--- src/rtl/comparator_pkg.sv ---
// Shared types and constants for the bit-serial magnitude comparator.
// Result encoding is one-hot, ordered {equal, less, greater}.
package comparator_pkg;

  typedef enum logic {
    ST_IDLE = 1'b0,
    ST_CMP  = 1'b1
  } state_t;

  localparam logic [2:0] RES_NONE = 3'b000;
  localparam logic [2:0] RES_EQ   = 3'b100;
  localparam logic [2:0] RES_LT   = 3'b010;
  localparam logic [2:0] RES_GT   = 3'b001;

endpackage

--- src/rtl/cmp_bit_slice.sv ---
// Single-bit compare stage: reports whether the bits differ and whether A wins.
// invert_sense flips the winner for the sign bit of a two's-complement compare.
module cmp_bit_slice (
  input  logic a_bit,
  input  logic b_bit,
  input  logic invert_sense,
  output logic differ,
  output logic a_gt
);

  assign differ = a_bit ^ b_bit;
  assign a_gt   = differ & (a_bit ^ invert_sense);

endmodule

--- src/rtl/serial_mag_comparator.sv ---
// Bit-serial MSB-first magnitude comparator with early exit on the first differing bit.
// Result flags are one-hot and held until the next accepted start.
module serial_mag_comparator
  import comparator_pkg::*;
#(
  parameter int WIDTH = 8
) (
  input  logic             clk,
  input  logic             rst_n,
  input  logic             start_in,
  input  logic             signed_in,
  input  logic [WIDTH-1:0] a_in,
  input  logic [WIDTH-1:0] b_in,
  output logic             busy_out,
  output logic             done_out,
  output logic             a_e_b,
  output logic             a_l_b,
  output logic             a_g_b
);

  localparam int CNT_W = $clog2(WIDTH);
  localparam logic [CNT_W-1:0] IDX_MSB = CNT_W'(WIDTH - 1);

  state_t           state_q, state_d;
  logic [WIDTH-1:0] a_q, a_d;
  logic [WIDTH-1:0] b_q, b_d;
  logic             signed_q, signed_d;
  logic [CNT_W-1:0] idx_q, idx_d;
  logic [2:0]       flags_q, flags_d;
  logic             done_q, done_d;

  logic sel_a_bit;
  logic sel_b_bit;
  logic invert_sense;
  logic bit_differ;
  logic bit_a_gt;

  assign sel_a_bit    = a_q[idx_q];
  assign sel_b_bit    = b_q[idx_q];
  // Only the sign bit of a signed compare has inverted weight.
  assign invert_sense = signed_q && (idx_q == IDX_MSB);

  cmp_bit_slice u_slice (
    .a_bit        (sel_a_bit),
    .b_bit        (sel_b_bit),
    .invert_sense (invert_sense),
    .differ       (bit_differ),
    .a_gt         (bit_a_gt)
  );

  always_comb begin
    state_d  = state_q;
    a_d      = a_q;
    b_d      = b_q;
    signed_d = signed_q;
    idx_d    = idx_q;
    flags_d  = flags_q;
    done_d   = 1'b0;

    unique case (state_q)
      ST_IDLE: begin
        if (start_in) begin
          a_d      = a_in;
          b_d      = b_in;
          signed_d = signed_in;
          idx_d    = IDX_MSB;
          flags_d  = RES_NONE;
          state_d  = ST_CMP;
        end
      end

      ST_CMP: begin
        if (bit_differ) begin
          flags_d = bit_a_gt ? RES_GT : RES_LT;
          done_d  = 1'b1;
          state_d = ST_IDLE;
        end else if (idx_q == '0) begin
          flags_d = RES_EQ;
          done_d  = 1'b1;
          state_d = ST_IDLE;
        end else begin
          idx_d = idx_q - CNT_W'(1);
        end
      end

      default: state_d = ST_IDLE;
    endcase
  end

  always_ff @(posedge clk or negedge rst_n) begin
    if (!rst_n) begin
      state_q  <= ST_IDLE;
      a_q      <= '0;
      b_q      <= '0;
      signed_q <= 1'b0;
      idx_q    <= '0;
      flags_q  <= RES_NONE;
      done_q   <= 1'b0;
    end else begin
      state_q  <= state_d;
      a_q      <= a_d;
      b_q      <= b_d;
      signed_q <= signed_d;
      idx_q    <= idx_d;
      flags_q  <= flags_d;
      done_q   <= done_d;
    end
  end

  assign busy_out              = (state_q == ST_CMP);
  assign done_out              = done_q;
  assign {a_e_b, a_l_b, a_g_b} = flags_q;

endmodule

--- config.mk ---
export PLATFORM = sky130hd
export DESIGN_NAME = serial_mag_comparator
export DESIGN_NICKNAME = d
export VERILOG_FILES = /design/src/rtl/comparator_pkg.sv /design/src/rtl/cmp_bit_slice.sv /design/src/rtl/serial_mag_comparator.sv
export SDC_FILE = /design/constraint.sdc
export NUM_CORES = 1
export LEC_CHECK = 0
export BUFFER_PORTS_ARGS = -buffer_cell sky130_fd_sc_hd__clkbuf_2
export CELL_PAD_IN_SITES_DETAIL_PLACEMENT = 1
export CELL_PAD_IN_SITES_GLOBAL_PLACEMENT = 1
export CORE_MARGIN = 2
export CORE_UTILIZATION = 40
export DETAILED_ROUTE_END_ITERATION = 10
export GPL_TIMING_DRIVEN = 0
export PLACE_DENSITY = 0.68
export SLEW_MARGIN = 0
export SYNTH_ARGS = -nofsm -noshare
export SYNTH_HDL_FRONTEND = slang
export SYNTH_SLANG_ARGS = --single-unit
--- constraint.sdc ---
create_clock -name clk -period 2.2 [get_ports clk]
set_input_delay 0.11 -clock clk [delete_from_list [all_inputs] [get_ports clk]]
set_output_delay 0.11 -clock clk [all_outputs]
set_load 0.02 [all_outputs]
# Word level (Yosys, flattened, before mapping)
# Cells that the tools add are included.
dict set report totals {
  n_memories 0
  out_inout_bits 5
  ramBits 0
  elab_cells 43
  register_bits 25
  mem_bits_ro 0
  latch_bits 0
}
dict set report op_classes {
  bitwise_logic 4
  reduce_logical 5
  addsub 1
  shifts 0
  muxes 20
  n_mul 0
  div_mod_pow 0
  n_lt_le_gt_ge 1
  n_eq_ne 5
}
# operator count
set ops {}
lappend ops {{3-bit two-way mux} 6}
lappend ops {{3-bit one-hot mux with 2 select lines} 2}
lappend ops {{1-bit two-way mux} 8}
lappend ops {{1-bit binary-select mux with 3-bit select} 2}
lappend ops {{2-bit inequality test (second input constant)} 3}
lappend ops {{3-bit by 4-bit < comparator with 1-bit output (second input constant)} 1}
lappend ops {{2-bit AND reduction} 2}
lappend ops {{3-bit equality test (second input constant)} 1}
lappend ops {{3-bit logical NOT} 1}
lappend ops {{3-bit by 1-bit inequality test with 1-bit output (second input constant)} 1}
lappend ops {{3-bit AND reduction} 1}
lappend ops {{3-bit by 1-bit subtractor with 3-bit output (second input constant)} 1}
lappend ops {{2-bit two-way mux} 1}
lappend ops {{1-bit one-hot mux with 2 select lines} 1}
lappend ops {{1-bit XOR} 2}
lappend ops {{1-bit bitwise AND} 1}
lappend ops {{1-bit logical AND} 1}
lappend ops {{1-bit NOT} 1}

# Logic depth before layout (Yosys ltp)
dict set report depth {
  depth_word 7
  ltp_mapped 6
}

# Cells and area by module
# From an unflattened synthesis, not the netlist that was laid out.
dict set report unflattened {
  cells_unflattened 98
  hier_area_um2 1278.7
}
# mod area_each_um2 cells_each seq_area_each_um2 instances
set modules_own_cells {}
lappend modules_own_cells {serial_mag_comparator 1247.4 94 625.6 1}
lappend modules_own_cells {cmp_bit_slice 31.3 4 0.0 1}

# Least setup slack after synthesis
# OpenSTA, ideal clock, no wires.
dict set report synth_path {
  kind {reg2reg}
  startpoint {register idx_q[1]}
  endpoint {register idx_q[0]}
  path_stages_with_launch 7
  synth_period_minus_slack_ns 1.925
  required_time_ns 2.121
  setup_time_ns 0.079
  arrival_time_ns 1.846
  slack_ns 0.275
  path_cell_list {dfrtp_1 buf_6 mux4_1 mux2i_2 xnor2_2 and3_4 mux2i_1}
}
dict set report synth_between {
  elab_chain_len 5
}
# item line_no
set synth_lines {}
lappend synth_lines {{start, declared} serial_mag_comparator.sv:28} ;# logic [CNT_W-1:0] idx_q, idx_d;
lappend synth_lines {{start signal, assigned} serial_mag_comparator.sv:104} ;# idx_q <= idx_d;
lappend synth_lines {{1-bit binary-select mux with 3-bit select (on tied branches)} {serial_mag_comparator.sv:38, serial_mag_comparator.sv:39}}
lappend synth_lines {{1-bit two-way mux (on tied branches)} {serial_mag_comparator.sv:38, serial_mag_comparator.sv:39}}
lappend synth_lines {{1-bit XOR} cmp_bit_slice.sv:11} ;# assign differ = a_bit ^ b_bit;
lappend synth_lines {{2-bit inequality test (no source line)} --}
lappend synth_lines {{3-bit AND reduction (no source line) (*)} --}
# Every way passes the cells marked *; elsewhere a longest branch is shown, timed or not. The select of a mux whose other input is x is not followed.
# A chain may end at the register's enable or synchronous reset.

# Final worst setup path
# Ends and elaborated chain as after synthesis.

==> out/results.ini <==
[timing]
slew-limit-headroom_pct = 58.5
finalHoldViolations = 0
finalSetupViolCount = 0
finClkSkew_ns = 0.00318
setup_tns_ns = 0
fmax_mhz = 479
period_needed_ns = 2.09
rsz0062_at_grt = false
timing.final.crit_share_pct = 94.9
slew_violations = 0
worstMarginPinSlew_ns = 0.622
hold_ws_ns = 0.0142

[global_route]
overflow = 0
antenna_found_initial = 0
track_usage_pct = 14.3
grt_pass1_vias = 781
grt_pass1_wl_mm = 3.79
grt_max_degree = 26

[drt]
drt_first_pass_iters = 4
routedWlPerCell_um = 14.2
highest_layer = met4
num_vias = 844
remaining_drc_errors = 0
drtIter0Drc = 12
wl_met2_mm = 1.19
drt_wl_total_mm = 2.39
met3_length_um = 102
wl_met1_mm = 1.05
avgViaCountPerCell = 5.02
ant_nets = 0

[status]
status = finished, final reports clean

[cells_and_area]
fill_cells = 324
antenna_cells = 0
multi_input_area_um2 = 633
nNetsFinal = 148
seqCellArea_um2 = 626
fin_util_pct = 52.3
area.growth.synth_to_final_pct = 23.5
drive_above_1_share_pct = 43.5

[floorplanning]
die_area_mm2 = 0.00370
num_rows = 20
fp.dieH_um = 60.8
core_area_mm2 = 0.00305
start_util_pct = 42.3
die_x_um = 60.8
io_pins = 25

[critical_path]
worst-endpoint-required_ns = 2.45
crit_fanout = 9
arrival_ns = 2.34
endpoint_kind = flip-flop
critPathSlowestCell = mux4_1
crit_chain = buf_6 > mux4_1 > mux2i_4 > xnor2_4 > and3_4 > mux2i_1
crit_type = flip-flop to flip-flop
cp-start-kind = flip-flop
max_stage_delay_ns = 0.61

[clock_network]
cts.path.max_buffers = 2
cts_tree = yes
post-cts-setup-buffers = 0
h-tree-depth = 1
cts_made_buffers = 3
clockRootBuffer = clkbuf_4
clk_pin_slew_worst_paths_ns = 0.13
clk_latency_ns = 0.32
cts_num_sinks = 25

[synthesis]
ys_warn_count = 0
synth_nets = 112
synth_area_per_cell_um2 = 14.5
synthTopCellsByArea = dfrtp_1 (48%), mux2_2 (15%), mux4_1 (12%), ha_1 (2.9%), mux2i_1 (2.3%)
yosysTopAreaCell = dfrtp_1
netlist_area_mm2 = 0.00129
synth_cell_types = 28
synth-seq-cells = 25
synth_top_area_share_pct = 48.4
synthCells = 89
ys_seq_area_share_pct = 48.4

[pwr]
ir_worst_vdd_mv = 0.669
leakage_nw = 0.728
powerDensity_mw_per_mm2 = 1470
fin_total_pwr_mw = 2.35

[placed_design]
gp_congestion = 0.686
io_buffers = 24
hpwl_mm = 1.73

[run]
cap_violations = 0

[min_path]
min_path_type = input port to flip-flop

-- metal layers --
layer / global-route usage, % / vias to the layer above
met3: 3.84 / 4
met1: 18.9 / 423
li1: - / 398
met2: 23.0 / 19
met5: 0 / -
met4: 4.66 / 0
-- repair_timing --
item	in CTS	in global routing
hold endpoints to repair	25	6
setup endpoints to repair	0	2
resized for setup	0	4
hold buffers	1	6
-- worst max-delay path, delay by kind of cell, from the launching register on --
kind / cells / cell delay, ns
xor gates and xnor gates: 1 / 0.20
buffers and inverters: 1 / 0.15
DFF: 1 / 0.39
muxes: 3 / 1.02
and+or+nand+nor: 1 / 0.26
-- path summary, 6_finish.rpt --
kind	startpoint	to	slack, ns	depth (start not counted)
worst max-delay path	idx_q[1]	idx_q[0]	0.11	6
worst min-delay path	b_in[1]	b_q[1]	0.01	2
worst max register to register	idx_q[1]	idx_q[0]	0.11	6
worst min register to register	b_q[1]	b_q[1]	0.51	1
max in group asynchronous	rst_n	a_q[3]	1.48	2
min in group asynchronous	rst_n	busy_out	0.32	2
-- synth_stat cells --
cell type   n
a21oi_1     2
a311oi_1    1
a32o_1      1
and3_4      1
buf_4       2
buf_6       2
bufinv_8    1
clkbuf_1    1
dfrtp_1    25
ha_1        3
inv_1       2
mux2_2     17
mux2i_1     3
mux2i_2     1
mux4_1      6
nand2_1     4
nand2b_1    1
nand3b_1    1
nand4_1     2
nor2_1      5
nor2b_1     1
nor3_1      1
o2111a_1    1
o211ai_1    1
or2_1       1
or2b_2      1
xnor2_2     1
xor2_1      1
-- logic make-up (layout without fill, tap and decap cells) --
group	after synthesis	in the layout	share of synthesized area (%)
buffers and inverters	8	43	5.13
xor gates and xnor gates	2	2	1.94
and+or+nand+nor	18	18	7.55
muxes	27	27	30.4
adders and majority gates	3	3	2.90
AOI/OAI and AO/OA	6	6	3.68
DFF	25	25	48.4
-- area by class of cell --
class,instances,area share (%)
Buffer,5,2.59
Clock buffer,4,1.65
Inverter,3,1.57
Multi-Input combinational cell,56,39.7
Sequential cell,25,39.2
Tap cell,44,3.45
Timing Repair Buffer,31,11.9
-- cells in the final DEF (no fill, tap or decap), drive strengths merged --
| cell type | count |
|---|---|
| dlygate4sd3 | 7 |
| xor2 | 1 |
| nor3 | 1 |
| or2 | 1 |
| mux4 | 6 |
| buf | 4 |
| inv | 2 |
| nand4 | 2 |
| a21oi | 2 |
| o211ai | 1 |
| nand2 | 4 |
| nor2 | 5 |
| nand3b | 1 |
| clkbuf | 29 |
| ha | 3 |
| or2b | 1 |
| nor2b | 1 |
| dfrtp | 25 |
| a32o | 1 |
| o2111a | 1 |
| nand2b | 1 |
| a311oi | 1 |
| xnor2 | 1 |
| and3 | 1 |
| mux2 | 17 |
| bufinv | 1 |
| mux2i | 4 |
-- power breakdown --
group / internal [mW] / switching [mW] / total [mW]
Sequential: 0.679 / 0.132 / 0.811
Combinational: 0.740 / 0.598 / 1.34
Clock: 0.0709 / 0.134 / 0.205
-- through the flow --
stage / cell area (um2) / cells / setup WS [ns]
final: 1600 / 168 / 0.112
after global routing: 1600 / 168 / 0.0155
after CTS: 1500 / 162 / 0.0632
after detailed placement: 1470 / 157 / 0.106
after global placement: 1470 / 157 / 0.127
after floorplan: 1290 / 89 / 0.275
-- flip-flops by register name, summed over array words and instances, names as in the netlist --
signal / flops
idx_q: 3
done_out: 1
b_q: 8
busy_out: 1
flags_q: 3
signed_q: 1
a_q: 8
(Power assumes the default switching activity.)
